==> src/rtl/serv_rf_ram_dbg.sv <==
// Word-wide RF SRAM for the bit-serial core, with a 32-bit debug port that moves
// whole registers beat by beat through whichever RAM port the core leaves idle.
module serv_rf_ram_dbg #(
    parameter int width    = 8,
    parameter int csr_regs = 4,
    parameter int rf_count = 32,
    parameter int raw      = $clog2(rf_count + csr_regs),
    parameter int l2w      = $clog2(width),
    parameter int aw       = 5 + raw - l2w
) (
    input  logic             i_clk,
    input  logic             i_rst,
    input  logic [aw-1:0]    i_waddr,
    input  logic [width-1:0] i_wdata,
    input  logic             i_wen,
    input  logic [aw-1:0]    i_raddr,
    input  logic             i_ren,
    output logic [width-1:0] o_rdata,
    input  logic             i_dbg_req,
    input  logic             i_dbg_we,
    input  logic [raw-1:0]   i_dbg_reg,
    input  logic [31:0]      i_dbg_wdata,
    output logic             o_dbg_busy,
    output logic             o_dbg_ack,
    output logic [31:0]      o_dbg_rdata
);
    localparam int bw    = 5 - l2w;
    localparam int beats = 32 / width;
    localparam logic [bw:0] last_cnt = (bw + 1)'(beats);

    typedef enum logic [2:0] {IDLE, WR, RD, RDL, ACK} state_t;

    logic [width-1:0] mem [0:(2**aw)-1];
    logic [width-1:0] ram_q_reg;

    state_t           state_reg, state_next;
    logic [bw:0]      cnt_reg, cnt_next;
    logic [raw-1:0]   reg_reg;
    logic [31:0]      wdata_reg;
    logic             pend_reg;
    logic [bw-1:0]    pend_beat_reg;
    logic [width-1:0] rbuf_reg [beats];
    logic [width-1:0] wbeat [beats];
    logic [31:0]      rbuf_flat;
    logic [31:0]      dbg_rdata_reg;
    logic             core_valid_reg;
    logic [width-1:0] core_hold_reg;

    logic             load, commit, dbg_wen, dbg_ren, ack;
    logic [aw-1:0]    dbg_addr;
    logic             ram_wen, ram_ren;
    logic [aw-1:0]    ram_waddr, ram_raddr;
    logic [width-1:0] ram_wdata;

    generate
        for (genvar gi = 0; gi < beats; gi++) begin : g_beat
            assign wbeat[gi]                     = wdata_reg[gi*width +: width];
            assign rbuf_flat[gi*width +: width]  = rbuf_reg[gi];
        end
    endgenerate

    // Debug beats only ever take a port the core is not using this cycle.
    assign dbg_addr  = {reg_reg, cnt_reg[bw-1:0]};
    assign ram_wen   = i_wen | (dbg_wen & ~i_rst);
    assign ram_waddr = i_wen ? i_waddr : dbg_addr;
    assign ram_wdata = i_wen ? i_wdata : wbeat[cnt_reg[bw-1:0]];
    assign ram_ren   = i_ren | dbg_ren;
    assign ram_raddr = i_ren ? i_raddr : dbg_addr;

    always_ff @(posedge i_clk) begin
        if (ram_wen)
            mem[ram_waddr] <= ram_wdata;
        if (ram_ren)
            ram_q_reg <= mem[ram_raddr];
    end

    always_comb begin
        state_next = state_reg;
        cnt_next   = cnt_reg;
        load       = 1'b0;
        commit     = 1'b0;
        dbg_wen    = 1'b0;
        dbg_ren    = 1'b0;
        ack        = 1'b0;
        case (state_reg)
            IDLE: begin
                if (i_dbg_req) begin
                    load       = 1'b1;
                    cnt_next   = '0;
                    state_next = i_dbg_we ? WR : RD;
                end
            end
            WR: begin
                if (cnt_reg == last_cnt) begin
                    state_next = ACK;
                end else if (!i_wen) begin
                    dbg_wen  = 1'b1;
                    cnt_next = cnt_reg + 1'b1;
                end
            end
            RD: begin
                if (cnt_reg == last_cnt) begin
                    state_next = RDL;
                end else if (!i_ren) begin
                    dbg_ren  = 1'b1;
                    cnt_next = cnt_reg + 1'b1;
                end
            end
            RDL: begin
                commit     = 1'b1;
                state_next = ACK;
            end
            ACK: begin
                ack        = 1'b1;
                state_next = IDLE;
            end
            default: state_next = IDLE;
        endcase
    end

    always_ff @(posedge i_clk) begin
        if (i_rst) begin
            state_reg      <= IDLE;
            cnt_reg        <= '0;
            pend_reg       <= 1'b0;
            dbg_rdata_reg  <= '0;
            core_valid_reg <= 1'b0;
            core_hold_reg  <= '0;
        end else begin
            state_reg      <= state_next;
            cnt_reg        <= cnt_next;
            pend_reg       <= dbg_ren;
            core_valid_reg <= i_ren;
            if (core_valid_reg)
                core_hold_reg <= ram_q_reg;
            // Result is published as a whole word so partial reads never show.
            if (commit)
                dbg_rdata_reg <= rbuf_flat;
        end
    end

    always_ff @(posedge i_clk) begin
        if (load) begin
            reg_reg   <= i_dbg_reg;
            wdata_reg <= i_dbg_wdata;
        end
        pend_beat_reg <= cnt_reg[bw-1:0];
        if (pend_reg)
            rbuf_reg[pend_beat_reg] <= ram_q_reg;
    end

    // Core data is live the cycle after a core read and held otherwise.
    assign o_rdata     = core_valid_reg ? ram_q_reg : core_hold_reg;
    assign o_dbg_busy  = (state_reg != IDLE);
    assign o_dbg_ack   = ack;
    assign o_dbg_rdata = dbg_rdata_reg;
endmodule
==> config.mk <==
export PLATFORM = sky130hd
export DESIGN_NAME = serv_rf_ram_dbg
export DESIGN_NICKNAME = d
export VERILOG_FILES = /design/src/rtl/serv_rf_ram_dbg.sv
export SDC_FILE = /design/constraint.sdc
export NUM_CORES = 2
export LEC_CHECK = 0
export BUFFER_PORTS_ARGS = -buffer_cell sky130_fd_sc_hd__buf_2
export CAP_MARGIN = 30
export CORE_MARGIN = 8
export CORE_UTILIZATION = 25
export CTS_BUF_LIST = sky130_fd_sc_hd__clkbuf_16
export DETAILED_ROUTE_END_ITERATION = 10
export HOLD_SLACK_MARGIN = 0.12
export MAX_ROUTING_LAYER = met4
export SYNTH_ARGS = -nofsm -noshare
export SYNTH_HDL_FRONTEND = slang
export SYNTH_SLANG_ARGS = --single-unit
==> constraint.sdc <==
create_clock -name i_clk -period 5.91 [get_ports i_clk]
set_input_delay 0.2955 -clock i_clk [delete_from_list [all_inputs] [get_ports i_clk]]
set_output_delay 0.2955 -clock i_clk [all_outputs]
set_load 0.005 [all_outputs]
Yosys cells after proc, flatten, opt, wreduce, memory -nomap -nowiden --
Memory sizes are Yosys's and may differ from the RTL's. A register that Yosys moved wholly into a read port is not among the register bits. Index checks and enable logic that the tools add are counted. W data, S select, Z words.
Word-level totals: register bits 56, bits in writable memories 2080, bits of input ports 68, memories 2
Memories:
- mem | depth 256, bits a word 8, rd ports 1, clocked after memory_dff 1, wr ports 1, RTL line 33 | logic [width-1:0] mem [0:(2**aw)-1];
- rbuf_reg | depth 4, bits a word 8, rd ports 4, clocked after memory_dff 4, wr ports 1, RTL line 42 | logic [width-1:0] rbuf_reg [beats];
Operators by class: add/subtract/negate cells 1, order comparisons 1, equal/unequal tests 12, multiplexer cells 32, bitwise gates (word level) 5, reductions and logical operators 5
Operators with widths (number):
- $mux W8 | 6
- $mux W3 | 8
- $bmux W8 S2 | 1
- $mux W1 | 14
- $ne A2 B2 Y1 const B | 7
- $pmux W3 S4 | 1
- $pmux W3 S3 | 1
- $eq A3 B2 Y1 const B | 2
- $eq A3 B3 Y1 const B | 2
- $reduce_and A6 Y1 | 1
- $reduce_bool A3 Y1 | 2
- $add A3 B1 Y3 const B | 1
- $eq A3 B1 Y1 const B | 1
- $ge A3 B3 Y1 const B | 1
- $logic_not A3 Y1 | 1
- $not A2 Y3 | 1
- $reduce_and A3 Y1 | 1
- $mux W2 | 1
- $or A1 B1 Y1 | 2
- $and A1 B1 Y1 | 1
- $not A1 Y1 | 1

Depth between registers and ports, before layout --
depth after elaboration 7, mapped depth 13, mapped depth without buffers 10

Worst setup path after synthesis --
No wires, ideal clock.
path type register -> register, start point reg cnt_reg[0], end point mem mem[0][6], data pin, setup time 0.823 ns, arrival time 4.249 ns, data required time 5.087 ns, path slack 0.839 ns, cell stages (with the launch flop) 5, clock period less this slack 5.071 ns, cell sequence dfxtp_1 -> buf_1 -> mux4_2 -> nand2_1 -> nand2_1
On the way: longest elaborated chain between the ends 5
Ends and longest elaborated chain:
- from (decl) | RTL line 37 | logic [bw:0] cnt_reg, cnt_next;
- from (signal assigned) | RTL line 131 | cnt_reg <= cnt_next;
- $not A2 Y3 (implied by the code) | RTL line 66 | assign ram_wdata = i_wen ? i_wdata : wbeat[cnt_reg[bw-1:0]];
- $bmux W8 S2 | RTL line 66
- $mux W8 (implied by the code) (2 in a row) | RTL line 66
- $mux W8 | RTL line 66
- named net ram_wdata[6] | RTL line 53 | logic [width-1:0] ram_wdata;
- to (decl) | RTL line 33
The timed path passes the listed nets, and every way through them passes these cells. The select of a mux whose other input is x is not followed.

Worst setup path after layout --
start point reg cnt_reg[1], end point reg ram_q_reg[1], read port of mem, data pin
On the way: longest elaborated chain between the ends 4, elaborated cells between the ends (all ways) 5, classes of those cells 1 x eq/ne; 3 x mux; 1 x bitwise
Ends and longest elaborated chain:
- $eq A3 B3 Y1 | RTL line 102 | if (cnt_reg == last_cnt) begin
- $mux W1 | RTL line 102
- $mux W1 | RTL line 85 | case (state_reg)
- $or A1 B1 Y1 | RTL line 67 | assign ram_ren = i_ren | dbg_ren;
- to (decl) | RTL line 34 | logic [width-1:0] ram_q_reg;
Parallel ways exist; a longest one is shown, timed or not. A chain may end at the register's enable or synchronous reset.

==> summary.md <==
| Metric | Value |
|---|---|
| Run status | finished, final reports clean |
| Leakage power | 31.9 nW |
| Cell Area, Synth | 0.0858 mm^2 |
| Number of flops mapped to enable cells by yosys | 2126 |
| DR vias | 51400 |
| Post-synth top cells | 2126 x edfxtp_1, 922 x nand2_1, 454 x mux2i_1 |
| Ys async rst share | 0% |
| Fill cells | 33700 |
| Area grow syn2layout | 16.4% |
| DRT Wirelength | 245000 um |
| Wire per inst | 23.2 um |
| Number of I/O pins | 110 |
| CTS tree | done |
| Max reg flops | 2048 |
| Reg with most FFs | mem |
| Highest clock rate | 0.205 GHz |
| Kind of end point of the critical path | flip-flop |
| Most used DFF post-synth | edfxtp_1 |
| Slew @ Worst Pin | 1.25 ns |
| DRT antenna net count | 0 |
| CP Data Arrival Time | 5.46 ns |
| PortBufs | 109 |
| YS warnings | 0 |
| Die height | 602 um |
| Worst min-delay path category | primary input to flip-flop |
| Total grt overflow | 0 |
| Max-Cap Viols | 0 |
| Fin worst setup slack | 1.04 ns |
| Post-Syn Area per Cell | 15.3 um^2 |
| Dominant cells by area after synthesis | edfxtp_1 74%, mux2i_1 5.3%, nand2_1 4.0% |
| Skew-Pair Late Insertion Delay | 0.86 ns |
| Total Routing Usage GR | 13.3% |
| Crit-path max FO | 69 |
| Max Clock Skew | 0.0397 ns |
| Cell Pwr Density | 386 mW/mm^2 |
| H-Tree Depth | 4 |
| Tcrit/Tclk final | 82.4% |
| Hold Crit Depth | 2 |
| Worst EP required | 6.50 ns |
| Multi-input logic area | 0.0195 mm^2 |
| Critical path class | flip-flop to flip-flop |
| Storage element area | 0.0648 mm^2 |
| First-pass GRT wire length | 354000 um |
| Yosys reg bits | 2176 |
| Slew Limit Fails | 0 |
| Residual DRC count | 0 |
| Yosys top cell area share | 74.4% |
| Cell Area, Placed | 0.0923 mm^2 |
| Most common cell in the netlist | edfxtp_1 |
| Setup total negative slack | 0 ns |
| Total Power | 0.0385 W |
| Die area | 0.362 mm^2 |
| Design area | 0.0999 mm^2 |
| Syn Inst Count | 5617 |
| Post-CTS Setup Bufs | 0 |
| Synth area leader | edfxtp_1 |
| Number of CTS-inserted buffers | 218 |
| Final core occ | 29.2% |
| Final net count | 5874 |
| Fraction of layout cells with a size suffix above 1 | 11.8% |
| Final Hold Fails | 0 |
| Site Rows | 215 |
| Max_slew headroom | 16.8% |
| Clock buffer depth | 3 |
| CTS Root Cell | clkbuf_16 |
| Initial core utilization | 25.1% |
| Post-Syn Nets | 5687 |
| Placer Congestion | 0.848 |
| Detailed Routing Iterations Pass 1 | 6 |
| Distinct cell type count after synthesis | 56 |
| Initial antenna violation count | 19 |
| Number of global-route vias before repair | 49600 |
| # setup viols final | 0 |
| Minimum clock period | 4.87 ns |
| Via density | 4.87 |
| Core area | 0.342 mm^2 |
| Peak VDD IR | 347 uV |
| Clk sinks | 2176 |
| DPL Wire Length | 145000 um |
| Pin count of the biggest net entering global routing | 221 |
| Worst-path clk slew | 0.06 ns |
| Iteration-0 DRC count of the detailed router | 6667 |
| Crit path launch type | flip-flop |
| Die width | 602 um |
| Pre-CTS WS | 1.13 ns |
| RSZ-0062 raised after global routing | no |
| Reg2Reg Depth | 8 |
| Post-synthesis sequential area ratio | 75.5% |
routing by layer:
metal / wire, um / track usage, % / part of all wire, %
met3: 23000 / 2.62 / 9.4
met2: 113000 / 20.5 / 46
met4: 9340 / 4.81 / 3.8
met1: 99700 / 17.5 / 41
met5: 0 / - / 0
layout by cell type, fill, tap and decap left out, types with 5 or more instances in the layout:
cell / instances
buf_4: 105
mux2_2: 8
bufinv_16: 19
or4_1: 12
nand2b_1: 8
a21oi_1: 365
nand3_1: 345
nor2b_1: 10
diode_2: 11
nand2_4: 8
nor3_1: 55
clkbuf_16: 221
o31ai_1: 7
inv_1: 67
o41ai_1: 5
a311oi_1: 16
nand2_1: 910
clkinv_1: 49
o32ai_1: 5
o22ai_1: 56
and3_1: 17
inv_6: 7
buf_2: 115
o221ai_1: 177
mux4_2: 100
edfxtp_1: 2126
clkinv_2: 40
nor4_1: 45
nor2_1: 288
mux2i_1: 451
o21ai_0: 61
dlygate4sd3_1: 62
buf_6: 6
dfxtp_1: 50
a2111oi_0: 16
nand4_1: 10
buf_12: 39
a31oi_1: 26
final timing paths:
kind | startpoint | end | slack (ns)
max | cnt_reg[1] | ram_q_reg[1] | 1.04
min | i_dbg_wdata[6] | wdata_reg[6] | 0.18
max reg2reg | cnt_reg[1] | ram_q_reg[1] | 1.04
min reg2reg | o_dbg_rdata[27] | o_dbg_rdata[27] | 0.46
worst max-delay path: stages (launching register included):
cell	delay (ns)
dfxtp_1	0.89
mux2_8	0.82
buf_4	0.68
mux4_2	0.43
a21oi_1	0.39
o22ai_1	0.12
nor3_1	0.65
nor2_1	0.12
or4_1	0.41
layout make-up:
| type | instances | area share (%) |
|---|---|---|
| diodes | 11 | 0.0276 |
| flip-flops and latches | 2176 | 64.9 |
| inverters | 10 | 0.0376 |
| repair buffers | 329 | 2.89 |
| well taps | 4557 | 5.71 |
| clock buffers | 221 | 5.54 |
| multi-input cells | 3069 | 19.5 |
| clock inverters | 183 | 1.41 |
through the flow:
| stage | hold WS, ns | instances |
|---|---|---|
| 2_1_floorplan | 0.389 | 5617 |
| 3_3_place_gp | 0.441 | 10100 |
| 3_5_place_dp | 0.449 | 10100 |
| 4_1_cts | 0.121 | 10500 |
| 5_1_grt | 0.161 | 10600 |
| 6_report | 0.175 | 10600 |
power breakdown:
group | switching, W | internal, W | total [W]
clock | 0.00585 | 0.00759 | 0.0134
combinational | 0.00484 | 0.00190 | 0.00674
sequential | 0.000184 | 0.0182 | 0.0184
logic make-up after synthesis:
kind of cell               Yosys count  share of synthesized area [%]
AOI/OAI and AO/OA                  772                           5.75
xor gates and xnor gates             3                         0.0306
adders and majority gates            2                         0.0291
buffers and inverters              372                           2.07
muxes                              565                           8.07
and+or+nand+nor                   1727                           8.51
DFF                               2176                           75.5
repair_timing:
action | 4_1_cts | 5_1_grt
hold endpoints to repair | 147 | 0
gates resized for setup | 0 | 0
hold buffers | 62 | 0
Power figures use the tool's default switching activity.
